`src/rtl/ddfs_pkg.sv`:
```
// Shared constants and FSM encoding for the DDFS synthesizer and its frequency meter.
package ddfs_pkg;
  localparam int ACC_W    = 23;
  localparam int WIDTH    = 8;
  localparam int AVG_LOG2 = 4;
  localparam int DIV_LAT  = ACC_W + AVG_LOG2;

  typedef enum logic [2:0] {
    ST_IDLE,
    ST_SYNC,
    ST_COUNT,
    ST_DIV,
    ST_DONE
  } state_t;
endpackage

```
`src/rtl/ddfs_seq_div.sv`:
```
// Restoring divider: quo = floor(2^QW / den), one quotient bit per clock after start.
module ddfs_seq_div #(
  parameter int DEN_W = 24,
  parameter int QW    = ddfs_pkg::DIV_LAT
) (
  input  logic             clk,
  input  logic             rst,
  input  logic             start,
  input  logic [DEN_W-1:0] den,
  output logic [QW-1:0]    quo,
  output logic             done
);
  import ddfs_pkg::*;

  localparam int CW = $clog2(QW + 1);

  logic [DEN_W-1:0] rem_q, rem_d;
  logic [QW-1:0]    quo_q;
  logic [CW-1:0]    cnt_q;
  logic             busy_q, done_q;
  logic [DEN_W:0]   trial;
  logic             ge;

  // The dividend's leading one is preloaded into the remainder; only zeros shift in after it.
  // den must stay stable while the division runs.
  assign trial = {rem_q, 1'b0};
  assign ge    = trial >= {1'b0, den};
  assign rem_d = ge ? DEN_W'(trial - {1'b0, den}) : trial[DEN_W-1:0];

  always_ff @(posedge clk or posedge rst) begin
    if (rst) begin
      busy_q <= 1'b0;
      done_q <= 1'b0;
      cnt_q  <= '0;
      rem_q  <= '0;
      quo_q  <= '0;
    end else begin
      done_q <= 1'b0;
      if (start) begin
        busy_q <= 1'b1;
        cnt_q  <= CW'(QW);
        rem_q  <= DEN_W'(1);
        quo_q  <= '0;
      end else if (busy_q) begin
        rem_q <= rem_d;
        quo_q <= {quo_q[QW-2:0], ge};
        cnt_q <= cnt_q - 1'b1;
        if (cnt_q == CW'(1)) begin
          busy_q <= 1'b0;
          done_q <= 1'b1;
        end
      end
    end
  end

  assign quo  = quo_q;
  assign done = done_q;
endmodule

```
`src/rtl/ddfs_freq_meter.sv`:
```
// Measures the period of a sine sample stream over 2^AVG_LOG2 cycles and converts it
// into the DDFS tuning word that would produce that frequency.
module ddfs_freq_meter #(
  parameter int WIDTH    = ddfs_pkg::WIDTH,
  parameter int ACC_W    = ddfs_pkg::ACC_W,
  parameter int HYST     = 8,
  parameter int AVG_LOG2 = ddfs_pkg::AVG_LOG2,
  parameter int CNT_W    = 24
) (
  input  logic                    clk,
  input  logic                    rst,
  input  logic                    start,
  input  logic signed [WIDTH-1:0] samp,
  output logic [ACC_W-1:0]        fword,
  output logic                    valid,
  output logic                    busy,
  output logic                    ovf
);
  import ddfs_pkg::*;

  localparam int QW = ACC_W + AVG_LOG2;
  localparam logic signed [WIDTH-1:0] HYST_P   = WIDTH'(HYST);
  localparam logic signed [WIDTH-1:0] HYST_N   = WIDTH'(-HYST);
  localparam logic [CNT_W-1:0]        CNT_MAX  = '1;
  localparam logic [AVG_LOG2-1:0]     PER_LAST = '1;

  logic signed [WIDTH-1:0] s_q;
  logic                    neg_q, neg_d, evt;

  state_t                  state_q, state_d;
  logic [CNT_W-1:0]        clk_cnt_q, clk_cnt_d;
  logic [AVG_LOG2-1:0]     per_cnt_q, per_cnt_d;
  logic [CNT_W-1:0]        c_q, c_d;
  logic                    go_q, go_d;
  logic [ACC_W-1:0]        fword_q, fword_d;
  logic                    ovf_q, ovf_d;
  logic [QW-1:0]           div_quo;
  logic                    div_done;
  logic                    unused_quo_hi;

  // Input stage: registered sample and hysteresis-armed rising-crossing detector
  always_ff @(posedge clk) begin
    s_q <= samp;
    c_q <= c_d;
  end

  always_comb begin
    evt   = neg_q && (s_q >= HYST_P);
    neg_d = neg_q;
    if (evt)                 neg_d = 1'b0;
    else if (s_q <= HYST_N)  neg_d = 1'b1;
  end

  // Control: the timeout wins over a crossing so C never exceeds the divisor width
  always_comb begin
    state_d   = state_q;
    clk_cnt_d = clk_cnt_q;
    per_cnt_d = per_cnt_q;
    c_d       = c_q;
    go_d      = 1'b0;
    fword_d   = fword_q;
    ovf_d     = ovf_q;
    case (state_q)
      ST_IDLE: begin
        if (start) begin
          state_d   = ST_SYNC;
          clk_cnt_d = '0;
          per_cnt_d = '0;
        end
      end
      ST_SYNC: begin
        clk_cnt_d = clk_cnt_q + 1'b1;
        if (clk_cnt_q == CNT_MAX) begin
          state_d = ST_DONE;
          fword_d = '0;
          ovf_d   = 1'b1;
        end else if (evt) begin
          state_d   = ST_COUNT;
          clk_cnt_d = '0;
          per_cnt_d = '0;
        end
      end
      ST_COUNT: begin
        clk_cnt_d = clk_cnt_q + 1'b1;
        if (clk_cnt_q == CNT_MAX) begin
          state_d = ST_DONE;
          fword_d = '0;
          ovf_d   = 1'b1;
        end else if (evt) begin
          per_cnt_d = per_cnt_q + 1'b1;
          if (per_cnt_q == PER_LAST) begin
            c_d     = clk_cnt_q + 1'b1;
            go_d    = 1'b1;
            state_d = ST_DIV;
          end
        end
      end
      ST_DIV: begin
        if (div_done) begin
          state_d = ST_DONE;
          fword_d = div_quo[ACC_W-1:0];
          ovf_d   = 1'b0;
        end
      end
      ST_DONE: state_d = ST_IDLE;
      default: state_d = ST_IDLE;
    endcase
  end

  always_ff @(posedge clk or posedge rst) begin
    if (rst) begin
      neg_q     <= 1'b0;
      state_q   <= ST_IDLE;
      clk_cnt_q <= '0;
      per_cnt_q <= '0;
      go_q      <= 1'b0;
      fword_q   <= '0;
      ovf_q     <= 1'b0;
    end else begin
      neg_q     <= neg_d;
      state_q   <= state_d;
      clk_cnt_q <= clk_cnt_d;
      per_cnt_q <= per_cnt_d;
      go_q      <= go_d;
      fword_q   <= fword_d;
      ovf_q     <= ovf_d;
    end
  end

  // Divide stage: started one cycle after C is latched
  ddfs_seq_div #(
    .DEN_W(CNT_W),
    .QW   (QW)
  ) u_div (
    .clk  (clk),
    .rst  (rst),
    .start(go_q),
    .den  (c_q),
    .quo  (div_quo),
    .done (div_done)
  );

  // Quotient never exceeds 2^(ACC_W-1) because C is at least the Nyquist count.
  assign unused_quo_hi = ^div_quo[QW-1:ACC_W];

  assign fword = fword_q;
  assign ovf   = ovf_q;
  assign valid = (state_q == ST_DONE);
  assign busy  = (state_q == ST_SYNC) || (state_q == ST_COUNT) || (state_q == ST_DIV);
endmodule

```
`config.mk`:
```
export PLATFORM = sky130hd
export DESIGN_NAME = ddfs_freq_meter
export DESIGN_NICKNAME = d
export VERILOG_FILES = /design/src/rtl/ddfs_pkg.sv /design/src/rtl/ddfs_seq_div.sv /design/src/rtl/ddfs_freq_meter.sv
export SDC_FILE = /design/constraint.sdc
export NUM_CORES = 1
export LEC_CHECK = 0
export CAP_MARGIN = 20
export CORE_MARGIN = 3
export CORE_UTILIZATION = 55
export CTS_CLUSTER_DIAMETER = 30
export DETAILED_ROUTE_END_ITERATION = 6
export HOLD_SLACK_MARGIN = 0.1
export PLACE_DENSITY_LB_ADDON = 0.2
export SETUP_SLACK_MARGIN = 0.05
export SYNTH_ARGS = -nofsm -noshare
export SYNTH_HDL_FRONTEND = slang
export SYNTH_SLANG_ARGS = --single-unit
```
`constraint.sdc`:
```
create_clock -name clk -period 7 [get_ports clk]
set_input_delay 1.4 -clock clk [delete_from_list [all_inputs] [get_ports clk]]
set_output_delay 1.4 -clock clk [all_outputs]
set_load 0.005 [all_outputs]
```
After elaboration in Yosys (flattened, before gate mapping)
Cells that the tools add are included.
{"block": "totals", "ram_bits": 0, "word_cells": 96, "regBits": 143, "romBits": 0, "input_bits": 11, "latchBits": 0, "n_memories": 0, "out_inout_bits": 26}
{"block": "op_classes", "mux": 43, "bitwise": 1, "magnitude_cmp": 3, "n_div": 0, "n_eq_ne": 17, "n_mul": 0, "shift": 0, "n_addsub": 4, "reduce_logical": 14}
{"cell": "$mux W24", "n": 6}
{"cell": "$mux W23", "n": 4}
{"cell": "$pmux W24 S3", "n": 1}
{"cell": "$pmux W23 S2", "n": 1}
{"cell": "$ge A25 B24 Y1", "n": 1}
{"cell": "$add A24 B1 Y24 const B", "n": 1}
{"cell": "$eq A24 B24 Y1 const B", "n": 1}
{"cell": "$sub A24 B24 Y24", "n": 1}
{"cell": "$mux W3", "n": 7}
{"cell": "$mux W4", "n": 5}
{"cell": "$mux W1", "n": 14}
{"cell": "$pmux W3 S4", "n": 1}
{"cell": "$pmux W4 S3", "n": 1}
{"cell": "$mux W5", "n": 2}
{"cell": "$ne A2 B2 Y1 const B", "n": 5}
{"cell": "$ne A3 B3 Y1 const B", "n": 3}
{"cell": "$ge A8 B5 Y1 const B", "n": 1}
{"cell": "$le A8 B4 Y1 const B", "n": 1}
{"cell": "$eq A3 B2 Y1 const B", "n": 2}
{"cell": "$reduce_and A6 Y1", "n": 1}
{"cell": "$reduce_bool A2 Y1", "n": 3}
{"cell": "$eq A5 B1 Y1 const B", "n": 1}
{"cell": "$reduce_and A5 Y1", "n": 1}
{"cell": "$sub A5 B1 Y5 const B", "n": 1}
{"cell": "other kinds (15)", "n": 17}

Logic depth before layout (Yosys ltp)
Gate-level depths: netlist of run 1.
{"block": "depth", "ltp_word": 5, "ltp_mapped": 13, "ltp_nobuf": 11}

Cells and area by module
Synthesis of run 1 repeated with hierarchy kept, for this count alone.
{"block": "hier_totals", "cells_unflattened": 812, "hier_area_um2": 7886.3}
{"mod": "ddfs_freq_meter", "seq_area_each_um2": 2307.2, "n_inst": 1, "area_per_inst_um2": 3946.3, "cells_per_inst": 357}
{"mod": "ddfs_seq_div", "seq_area_each_um2": 1451.4, "n_inst": 1, "area_per_inst_um2": 3940.0, "cells_per_inst": 455}

Least setup slack after synthesis of run 1
OpenSTA, ideal clock, no wires.
{"block": "synth_path", "path_type": "register to register", "from": "register clk_cnt_q[0]", "to": "register c_q[0], enable pin", "setup_time_ps": 435, "path_stages_with_launch": 8, "period_less_slack_ps": 3505, "slack_ps": 3495, "required_time_ps": 6565, "arrival_ps": 3070, "path_buffers": 1, "path_cell_list": "dfrtp_1 ha_1 and2_1 nand4_4 or4_1 buf_2 nand2_4 nor3_1"}
{"block": "synth_between", "elab_chain_len": 3}
{"element": "start: declaration", "line": "ddfs_freq_meter.sv:31", "text": "logic [CNT_W-1:0] clk_cnt_q, clk_cnt_d;"}
{"element": "start signal: assignment", "line": "ddfs_freq_meter.sv:122", "text": "clk_cnt_q <= clk_cnt_d;"}
{"element": "$eq A24 B24 Y1", "line": "ddfs_freq_meter.sv:85", "text": "if (clk_cnt_q == CNT_MAX) begin"}
{"element": "$not A1 Y1 (no line)"}
{"element": "$reduce_and A4 Y1 (no line)"}
{"element": "end signal: assignment", "line": "ddfs_freq_meter.sv:44", "text": "c_q <= c_d;"}
{"element": "end: declaration", "line": "ddfs_freq_meter.sv:33", "text": "logic [CNT_W-1:0] c_q, c_d;"}
No other way between the ends.
A chain may end at the register's enable or synchronous reset.

Final worst setup path of run 1
{"block": "layout_path", "from": "register u_div.rem_q[10]", "to": "register u_div.rem_q[20]"}
{"block": "layout_between", "elab_chain_len": 4, "elab_cells_between_ends": 5, "cone_classes": "add/sub: 1; order compare: 1; mux: 3"}
{"element": "start: declaration", "line": "ddfs_seq_div.sv:17", "text": "logic [DEN_W-1:0] rem_q, rem_d;"}
{"element": "start signal: assignment", "line": "ddfs_seq_div.sv:45", "text": "rem_q <= rem_d;"}
{"element": "$sub A24 B24 Y24 or $ge A25 B24 Y1 (tied branches)", "line": "ddfs_seq_div.sv:28, ddfs_seq_div.sv:27"}
{"element": "$mux W24 *", "line": "ddfs_seq_div.sv:28", "text": "assign rem_d = ge ? DEN_W'(trial - {1'b0, den}) : trial[DEN_W-1:0];"}
{"element": "$mux W24 *", "line": "ddfs_seq_div.sv:44", "text": "end else if (busy_q) begin"}
{"element": "$mux W24 *", "line": "ddfs_seq_div.sv:39", "text": "if (start) begin"}
Every way passes the cells marked *; elsewhere a longest branch is shown, timed or not. The select of a mux whose other input is x is not followed.

==> results.md, run 1 <==
- Fillers: 977
- Worst slew pin tran: 1.09 ns
- Starting DRT DRC Count: 469
- Crit Reg-Reg Startpoint: u_div.rem_q[10]
- Register area share after synthesis: 0.494
- Setup Skew: 0.0110 ns
- Netlist cell types: 61
- WHS Endpoint: per_cnt_q[3]
- Critical path's slowest cell: ha_1
- Final min period: 3.28 ns
- Post-route cell area: 0.00851 mm²
- Final Power: 2.08 mW
- Max-slew violation count: 0
- Critical Path RT: 7.33 ns
- Startpoint Class: register
- Cell area power density: 245 mW/mm²
- GP Congestion: 0.885
- Most frequent cell after synthesis: dfrtp_1
- Fraction of registers with async set/reset: 0.776
- IO buf count: 36
- WP data arrival: 3.61 ns
- Commonest cells post-synth: dfrtp_1 (111), nor2_1 (83), nand2_1 (55)
- Avg Vias per Cell: 5.85
- Total global-route track usage: 0.227
- Final Routed Wirelength: 15.6 mm
- Nets: 791
- Clk_lat worst skew: 0.42 ns
- Peak VDD IR: 0.331 mV
- Critical R2R Capture: u_div.rem_q[20]
- Chip width: 122 µm
- IO Pins: 37
- Initial Util: 0.575
- First-pass GRT wire length: 26.6 mm
- Worst-path clk slew: 0.06 ns
- Worst-case clock buffer depth: 2
- Clock Sinks: 143
- Avg Synthesized Cell Area: 10.2 µm²
- Final HPWL DP: 10.5 mm
- Hold buffer count at CTS: 0
- Maxcap violations: 0
- Die Ht: 122 µm
- Total CTS buffers: 17
- Vias: 5476
- Most frequent CP cell: or3_1
- Post-DP Area: 0.00789 mm²
- R2R setup slack: 3.72 ns
- FF-to-FF path depth: 10
- Antenna-violating nets left: 0
- Final hold violations: 0
- Syn Inst Count: 727
- Worst hold path type: reg2reg
- Crit path max fanout: 18
- Cell area after synthesis: 0.00740 mm²
- GRT busiest layer: met2
- Die area: 0.0149 mm²
- Max_slew headroom: 0.271
- Total core area: 0.0129 mm²
- Critical path, cell by cell: ha_1 -> nand4_1 -> or3_1 -> nor4_1 -> nor2_1 -> a31oi_1 -> o32ai_4 -> buf_4 -> or3_1 -> a311oi_2
- Leak: 3.97 nW
- CTS Root Cell: clkbuf_16
- Synth-to-Final Area Change: 15.0%
- Yosys Warn Count: 0
- Hold Path Cell Cnt: 1
- CP max stage delay: 0.42 ns
- Seq cells post-synth: 143
- Final Util: 0.661
- Fmax: 305 MHz
- Crit share post-route: 0.469
- CTS tree: built
- WS Path Type: reg2reg
- Status: finished clean
- Post-CTS setup buffers: 0
- Final setup viols: 0
- Top post-synthesis cells by area: dfrtp_1 (38%), edfxtp_1 (9.7%), mux2i_1 (5.5%), ha_1 (4.7%), nor2_1 (4.2%)
- Min-delay src: per_cnt_q[3]
- GRT met2 Usage: 0.350
- Initial antenna violation count: 0
- Synth top area share: 0.375
- Vias in the first global route: 5339
- Largest net degree at the start of global routing: 66
- Drt pass-1 iters: 5
- Antenna fix cells: 0
- Top_reg_cell synth: dfrtp_1
- Crit. End Element: register
- TNS Setup: 0 ns
- Grt ovf: 0
- Net Count, Synth: 767
- Average wire per standard cell: 16.7 µm
- Post-CTS Resized: 0
- Largest area contributor in the netlist: dfrtp_1
- Met1 Usage GRT: 0.318
- Post-synth EDFFs: 24
- RSZ-0062 raised after global routing: no
- DR DRC count: 0
- Layout cells sized above 1: 0.0694
- Met3 global-route usage: 0.0506
- H-tree lvl count: 4
- Rows: 41
## power by group
part	switching, mW	leakage [nW]	total, mW	internal (mW)
Sequential	0.0344	1.84	0.902	0.868
Clock	0.340	0.309	0.919	0.580
Combinational	0.169	1.82	0.261	0.0921
Total	0.543	3.97	2.08	1.54
## how the worst max path moves through the flow
stage	start	cells after the start	endpoint
2_1_floorplan	rst	1	clk_cnt_q[0]
3_3_place_gp	rst	3	u_div.busy_q
3_5_place_dp	u_div.rem_q[10]	10	u_div.rem_q[20]
4_1_cts	u_div.rem_q[12]	10	u_div.rem_q[20]
5_1_grt	clk_cnt_q[0]	7	fword[14]
6_report	u_div.rem_q[10]	10	u_div.rem_q[20]
## routing by layer
metal / vias to the layer above / share of wire
met4: 0 / 0.019
li1: 2635 / -
met5: - / 0
met3: 35 / 0.042
met2: 134 / 0.47
met1: 2672 / 0.46
## cell usage in the layout, fill, tap and decap left out, types with 6 or more instances in the layout
master,n
nand4_1,10
buf_4,8
ha_1,28
a21oi_1,31
a211oi_1,22
o21a_1,6
nand2b_1,6
and2_1,6
o21ai_0,34
edfxtp_1,24
dfrtp_1,110
nor3_1,9
xnor2_1,28
a22o_1,35
clkdlybuf4s50_1,36
a21o_1,12
mux2i_1,41
nand2_1,55
inv_1,38
nor2_1,83
and3_1,6
o31ai_1,9
clkbuf_16,22
dfxtp_1,8
xor2_1,16
nand3_1,12
## registers in the layout (all words and copies together) (netlist names), 3 cells and up
signal       flops
state_q          3
per_cnt_q        4
u_div.quo       23
clk_cnt_q       24
fword           23
u_div.rem_q     24
s_q              8
c_q             24
u_div.cnt_q      5
## cell families after synthesis
group / Yosys count / synth area share
AND/OR/NAND/NOR: 215 / 0.138
AO/OA/AOI/OAI: 176 / 0.165
adder cells (fa/ha/maj): 29 / 0.0500
buffers and inverters: 78 / 0.0446
multiplexers: 42 / 0.0569
flip-flops: 143 / 0.494
XOR/XNOR: 44 / 0.0520
## through the flow
step	setup WS, ns	std cells	hold WS [ns]
after floorplan	2.67	727	0.449
after global placement	3.82	904	0.467
after detailed placement	3.78	904	0.476
after CTS	3.71	936	0.490
after global routing	3.50	936	0.511
final	3.72	936	0.493
## final cells by class
class | count | area [µm²] | area share
Multi-Input combinational cell | 506 | 3440 | 0.405
Inverter | 39 | 149 | 0.0175
Clock buffer | 27 | 589 | 0.0692
Clock inverter | 5 | 36.3 | 0.00426
Timing Repair Buffer | 44 | 420 | 0.0494
Sequential cell | 143 | 3660 | 0.430
Tap cell | 172 | 215 | 0.0253
## critical path, delay by kind of cell, from the launching register on
family                     cells  cell delay, ns
adders and majority gates      1            0.42
and+or+nand+nor                5            1.35
AOI/OAI and AO/OA              3            0.75
DFF                            1            0.39
buffers and inverters          1            0.29
Note: power is estimated with default switching activity, not from simulation.
==> run 2: changes to the inputs <==
clock period = 3.4 ns   (was 7 ns; I/O delays follow)
==> run 2 against run 1 <==
Via count grew 0.22%. Critical endpoint unchanged. Global-route usage shrank 1.1 points. Clock power grew 120%. Maximum frequency grew 5.1%. Combinational power grew 110%. Hold slack gained 0.0034 ns. Total power grew 110%. Sequential cell count is the same. Sequential power grew 110%. Worst setup slack lost 3.4 ns.
==> results.md, run 2 (synthesis results as in run 1) <==
- Worst slew pin tran: 0.877 ns (-0.216 ns)
- Cell area power density: 511 mW/mm² (+110%)
- Critical R2R Capture: u_div.rem_q[20]
- Max-slew violation count: 0 (unchanged)
- Nets: 797 (+0.76%)
- Antenna-violating nets left: 0 (unchanged)
- Startpoint Class: register
- Fmax: 320 MHz (+5.1%)
- Initial antenna violation count: 0 (unchanged)
- Total core area: 0.0129 mm² (unchanged)
- GP Congestion: 0.959 (+8.4%)
- Average wire per standard cell: 16.1 µm (-3.5%)
- Synth-to-Final Area Change: 16.1%
- RSZ-0062 raised after global routing: yes
- Crit path max fanout: 9 (-9)
- FF-to-FF path depth: 11 (+1)
- Die Ht: 122 µm (unchanged)
- DR DRC count: 0 (unchanged)
- WS Path Type: reg2reg
- Critical path's slowest cell: ha_1
- Die area: 0.0149 mm² (unchanged)
- Clk_lat worst skew: 0.42 ns (about the same)
- Crit. End Element: register
- CP max stage delay: 0.40 ns (-0.02 ns)
- Final WS setup: 0.279 ns (-3.44 ns)
- Drt pass-1 iters: 5 (unchanged)
- Post-DP Area: 0.00795 mm² (+0.71%)
- Maxcap violations: 0 (unchanged)
- Min-delay src: s_q[7]
- Starting DRT DRC Count: 329 (-30%)
- Vias in the first global route: 5337 (-0.037%)
- Final hold violations: 0 (unchanged)
- Critical Path RT: 3.73 ns (-3.60 ns)
- Final HPWL DP: 10.3 mm (-1.8%)
- Grt ovf: 0 (unchanged)
- Total CTS buffers: 17 (unchanged)
- Vias: 5488 (+0.22%)
- WHS Endpoint: neg_q
- Layout cells sized above 1: 0.0805 (+0.0111)
- Most common cell after layout, fill and taps aside: dfrtp_1
- Final Routed Wirelength: 15.2 mm (-2.9%)
- IO Pins: 37 (unchanged)
- First-pass GRT wire length: 25.6 mm (-3.6%)
- Total global-route track usage: 0.215 (-0.0114)
- Setup Skew: 0.00651 ns (-0.00447 ns)
- Peak VDD IR: 0.528 mV (+59%)
- Most frequent CP cell: or3_1
- Final Power: 4.40 mW (+110%)
- Clock Sinks: 143 (unchanged)
- CTS tree: built
- IO buf count: 36 (unchanged)
- R2R setup slack: 0.28 ns (-3.44 ns)
- Rows: 41 (unchanged)
- Final min period: 3.12 ns (-0.160 ns)
- Worst-case clock buffer depth: 2 (unchanged)
- Status: finished clean
- Critical path, cell by cell: inv_1 -> ha_1 -> nand4_1 -> or3_1 -> nor4_1 -> nor2_1 -> a31oi_1 -> o32ai_4 -> buf_4 -> or3_1 -> a311oi_2
- CTS Root Cell: clkbuf_16
- Fillers: 982 (+0.51%)
- Post-route cell area: 0.00859 mm² (+0.94%)
- Max_slew headroom: 0.414 (+0.143)
- Antenna fix cells: 0 (unchanged)
- Most frequent cells in the layout: dfrtp_1 (110), nor2_1 (83), nand2_1 (55)
- Crit. Startpoint: c_q[11]
- Leak: 4.00 nW (+0.68%)
- Worst hold path type: reg2reg
- TNS Setup: 0 ns (unchanged)
- Worst-path clk slew: 0.06 ns (about the same)
- Top flop regs: c_q (24), clk_cnt_q (24), u_div.rem_q (24)
- Chip width: 122 µm (unchanged)
- Crit share post-route: 0.918 (+0.449)
- Final setup viols: 0 (unchanged)
- Hold Path Cell Cnt: 2 (+1)
- Placement Setup Slack: 0.335 ns (-3.45 ns)
- Avg Vias per Cell: 5.83 (-0.42%)
- H-tree lvl count: 4 (unchanged)
- WP data arrival: 3.45 ns (-0.16 ns)
- Initial Util: 0.575 (unchanged)
- Largest net degree at the start of global routing: 49 (-26%)
- Crit Reg-Reg Startpoint: c_q[11]
run 2: repair_timing:
item | in CTS | in global routing
endpoints found under the setup margin | 0 | 15
gates resized for setup | 0 | 0
setup buffers | 0 | 2
endpoints found under the hold margin | 0 | 0
hold buffers | 0 | 0
run 2: worst max-delay path, delay by kind of cell, from the launching register on:
kind	cells	cell delay, ns
DFF	1	0.39
buffers and inverters	2	0.27
AOI/OAI and AO/OA	3	0.68
adders and majority gates	1	0.40
and+or+nand+nor	5	1.27
run 2: power by group:
group | total, mW | switching, mW | internal (mW) | leakage, nW
combinational | 0.548 | 0.354 | 0.194 | 1.85
sequential | 1.86 | 0.0688 | 1.79 | 1.84
clock | 1.99 | 0.755 | 1.24 | 0.306
total | 4.40 | 1.18 | 3.22 | 4.00
run 2: worst max-delay path by stage:
stage                                 end  slack (ns)  depth (start not counted)
final                     u_div.rem_q[20]        0.28                         11
after global routing      u_div.rem_q[20]        0.04                         11
after CTS                  u_div.rem_q[8]        0.31                         11
after detailed placement   u_div.rem_q[9]        0.34                         11
after global placement    u_div.rem_q[20]        0.46                         10
after floorplan                    c_q[0]        0.62                          7
run 2: cell type report:
class	count	area [µm²]	share of cell area
Clock inverter	15	209	0.0243
Timing Repair Buffer	50	490	0.0571
Tap cell	172	215	0.0250
Sequential cell	143	3660	0.426
Inverter	39	150	0.0175
Multi-Input combinational cell	506	3440	0.401
Clock buffer	17	425	0.0495
run 2: per-layer routing:
layer	vias to the layer above	global-route usage	part of all wire
li1	2659	-	-
met1	2643	0.297	0.46
met2	159	0.336	0.48
met3	27	0.0478	0.051
met4	0	0.0784	0.015
met5	-	0	0
run 2: through the flow:
step | utilization | hold slack, ns | cells
finish | 0.667 | 0.496 | 942
global route | 0.667 | 0.511 | 942
CTS | 0.666 | 0.491 | 940
detailed placement | 0.617 | 0.481 | 908
global placement | 0.617 | 0.466 | 908
floorplan | - | 0.449 | 727
==> run 3: changes to the inputs <==
RECOVER_POWER = 25   (was not set)
SLEW_MARGIN = 5   (was not set)
==> run 3 against run 2 <==
The run now ends with max-capacitance violations, max-slew violations left. Highest routed layer unchanged. First-iteration DRC count is 3.0% lower. Largest cell class unchanged. Register-to-register slack hardly changed. Core utilization is 0.16 points lower. Sequential power hardly changed. Die area stayed put. Sequential cell count stayed put. Sequential share of layout area is 0.085 points higher.
==> results.md, run 3 (synthesis results as in run 1) <==
- Max_slew headroom: -0.162 (-0.576)
- Antenna-violating nets left: 0 (unchanged)
- DR DRC count: 0 (unchanged)
- Vias: 5510 (+0.40%)
- Clk_lat worst skew: 0.42 ns (about the same)
- Hold buffer count at CTS: 0 (unchanged)
- CP delay by family, top: simple AND/OR/NAND/NOR gates
- H-tree lvl count: 4 (unchanged)
- Worst slew pin tran: 1.73 ns (+0.857 ns)
- Fmax: 320 MHz (-0.24%)
- Antenna fix cells: 0 (unchanged)
- Logic pwr share: 0.123 (-0.002)
- Post-CTS setup buffers: 0 (unchanged)
- Post-CTS Resized: 0 (unchanged)
- Most frequent CP cell: or3_1
- RSZ-0062 raised after global routing: yes
- Die Ht: 122 µm (unchanged)
- Chip width: 122 µm (unchanged)
- Peak VDD IR: 0.527 mV (-0.15%)
- Rows: 41 (unchanged)
- Status: finished, violations left
- Worst hold path type: reg2reg
- Final hold violations: 0 (unchanged)
- Critical Path RT: 3.73 ns (about the same)
- Vias in the first global route: 5337 (unchanged)
- Most common cell after layout, fill and taps aside: dfrtp_1
- Worst-case clock buffer depth: 2 (unchanged)
- Die area: 0.0149 mm² (unchanged)
- Failing checks: max-capacitance violations, max-slew violations
- Initial antenna violation count: 0 (unchanged)
- CP bufs+invs: 2 (unchanged)
- IO Pins: 37 (unchanged)
- Sw Pwr: 1.18 mW (-0.15%)
- Power share of the clock group: 0.454 (about the same)
- Max-slew violation count: 38 (+38)
- CP max stage delay: 0.41 ns (about the same)
- Final setup viols: 0 (unchanged)
- Internal: 3.21 mW (-0.12%)
- Crit path max fanout: 9 (unchanged)
- Setup Skew: 0.00550 ns (-0.00100 ns)
- Final HPWL DP: 10.3 mm (unchanged)
- CTS Root Cell: clkbuf_16
- Initial Util: 0.575 (unchanged)
- Drt pass-1 iters: 5 (unchanged)
- Clock Sinks: 143 (unchanged)
- Maxcap violations: 1 (+1)
- Switch share: 0.268 (about the same)
- Total core area: 0.0129 mm² (unchanged)
- Critical path, cell by cell: inv_1 -> ha_1 -> nand4_1 -> or3_1 -> nor4_1 -> nor2_1 -> a31oi_1 -> o32ai_4 -> buf_4 -> or3_1 -> a311oi_2
- WS Path Type: reg2reg
- Worst-path clk slew: 0.06 ns (about the same)
- Final Routed Wirelength: 15.1 mm (-0.53%)
- Synth-to-Final Area Change: 15.8%
- First-pass GRT wire length: 25.6 mm (unchanged)
- Starting DRT DRC Count: 319 (-3.0%)
- Crit share post-route: 0.920 (+0.00222)
- Startpoint Class: register
- Largest net degree at the start of global routing: 49 (unchanged)
- Grt ovf: 0 (unchanged)
- IO buf count: 36 (unchanged)
- Crit. End Element: register
- Top flop regs: c_q (24), clk_cnt_q (24), u_div.rem_q (24)
- Avg Vias per Cell: 5.85 (+0.40%)
- Layout cells sized above 1: 0.0779 (-0.00260)
- Sequential Power Share: 0.423 (about the same)
- Nets: 797 (unchanged)
- CTS tree: built
- Critical path's slowest cell: ha_1
- Total global-route track usage: 0.215 (unchanged)
- WP data arrival: 3.45 ns (about the same)
- Fillers: 987 (+0.51%)
- Final min period: 3.13 ns (+0.00754 ns)
- Total CTS buffers: 17 (unchanged)
- TNS Setup: 0 ns (unchanged)
- Leak: 4.00 nW (about the same)
- Average wire per standard cell: 16.0 µm (-0.53%)
- Final Util: 0.666 (-0.00155)
- GP Congestion: 0.959 (unchanged)
- Cell area power density: 512 mW/mm² (+0.11%)
- Most frequent cells in the layout: dfrtp_1 (111), nor2_1 (83), nand2_1 (55)
## run 3: cell types whose count changed in the layout (fill, tap and decap cells not counted), sizes merged
cell	delta
dlygate4sd3	+9
clkbuf	+1
clkdlybuf4s50	-9
buf	-1
## run 3: cell type report
class / instances / area, µm² / share of cell area
repair buffers: 50 / 475 / 0.0555
well taps: 172 / 215 / 0.0251
clock buffers: 17 / 425 / 0.0496
flip-flops and latches: 143 / 3660 / 0.427
multi-input cells: 506 / 3440 / 0.402
clock inverters: 15 / 209 / 0.0244
inverters: 39 / 148 / 0.0172
## run 3: tightest hold or removal path: cells and delay by family (launching register included)
family | cells | cell delay, ns
AO/OA/AOI/OAI | 2 | 0.14
flip-flops | 1 | 0.30
## run 3: path summary, 6_finish.rpt
path                               from         endpoint  slack (ns)  cells past startpoint
worst max-delay path            c_q[11]  u_div.rem_q[20]        0.27                     11
worst min-delay path             s_q[7]            neg_q        0.49                      2
worst max register to register  c_q[11]  u_div.rem_q[20]        0.27                     11
worst min register to register   s_q[7]            neg_q        0.49                      2
max in group asynchronous           rst   u_div.rem_q[4]        0.71                      3
min in group asynchronous           rst              ovf        1.13                      2
## run 3: power groups by stage
stage	clock network [mW]	registers (mW)	logic (mW)
2_1_floorplan	0	1.85	0.452
3_3_place_gp	0	1.88	0.517
3_5_place_dp	0	1.88	0.545
4_1_cts	2.01	1.85	0.553
5_1_grt	2.09	1.86	0.613
6_report	1.99	1.86	0.541
## run 3: per-layer routing
layer,wire [µm],part of all wire,vias to the layer above,track usage
met4,223,0.015,0,0.0784
met2,7140,0.47,159,0.336
met5,0,0,-,0
met3,830,0.055,27,0.0478
met1,6880,0.46,2664,0.297
li1,-,-,2660,-
## run 3: stage by stage
| step | cell area (µm²) | setup WS, ns | cells | power [mW] | hold WS (ns) |
|---|---|---|---|---|---|
| 6_report | 8570 | 0.271 | 942 | 4.39 | 0.494 |
| 5_1_grt | 8570 | 0.0430 | 942 | 4.57 | 0.511 |
| 4_1_cts | 8580 | 0.312 | 940 | 4.42 | 0.491 |
| 3_5_place_dp | 7950 | 0.335 | 908 | 2.43 | 0.481 |
| 3_3_place_gp | 7950 | 0.461 | 908 | 2.40 | 0.466 |
| 2_1_floorplan | 7410 | 0.621 | 727 | 2.30 | 0.449 |
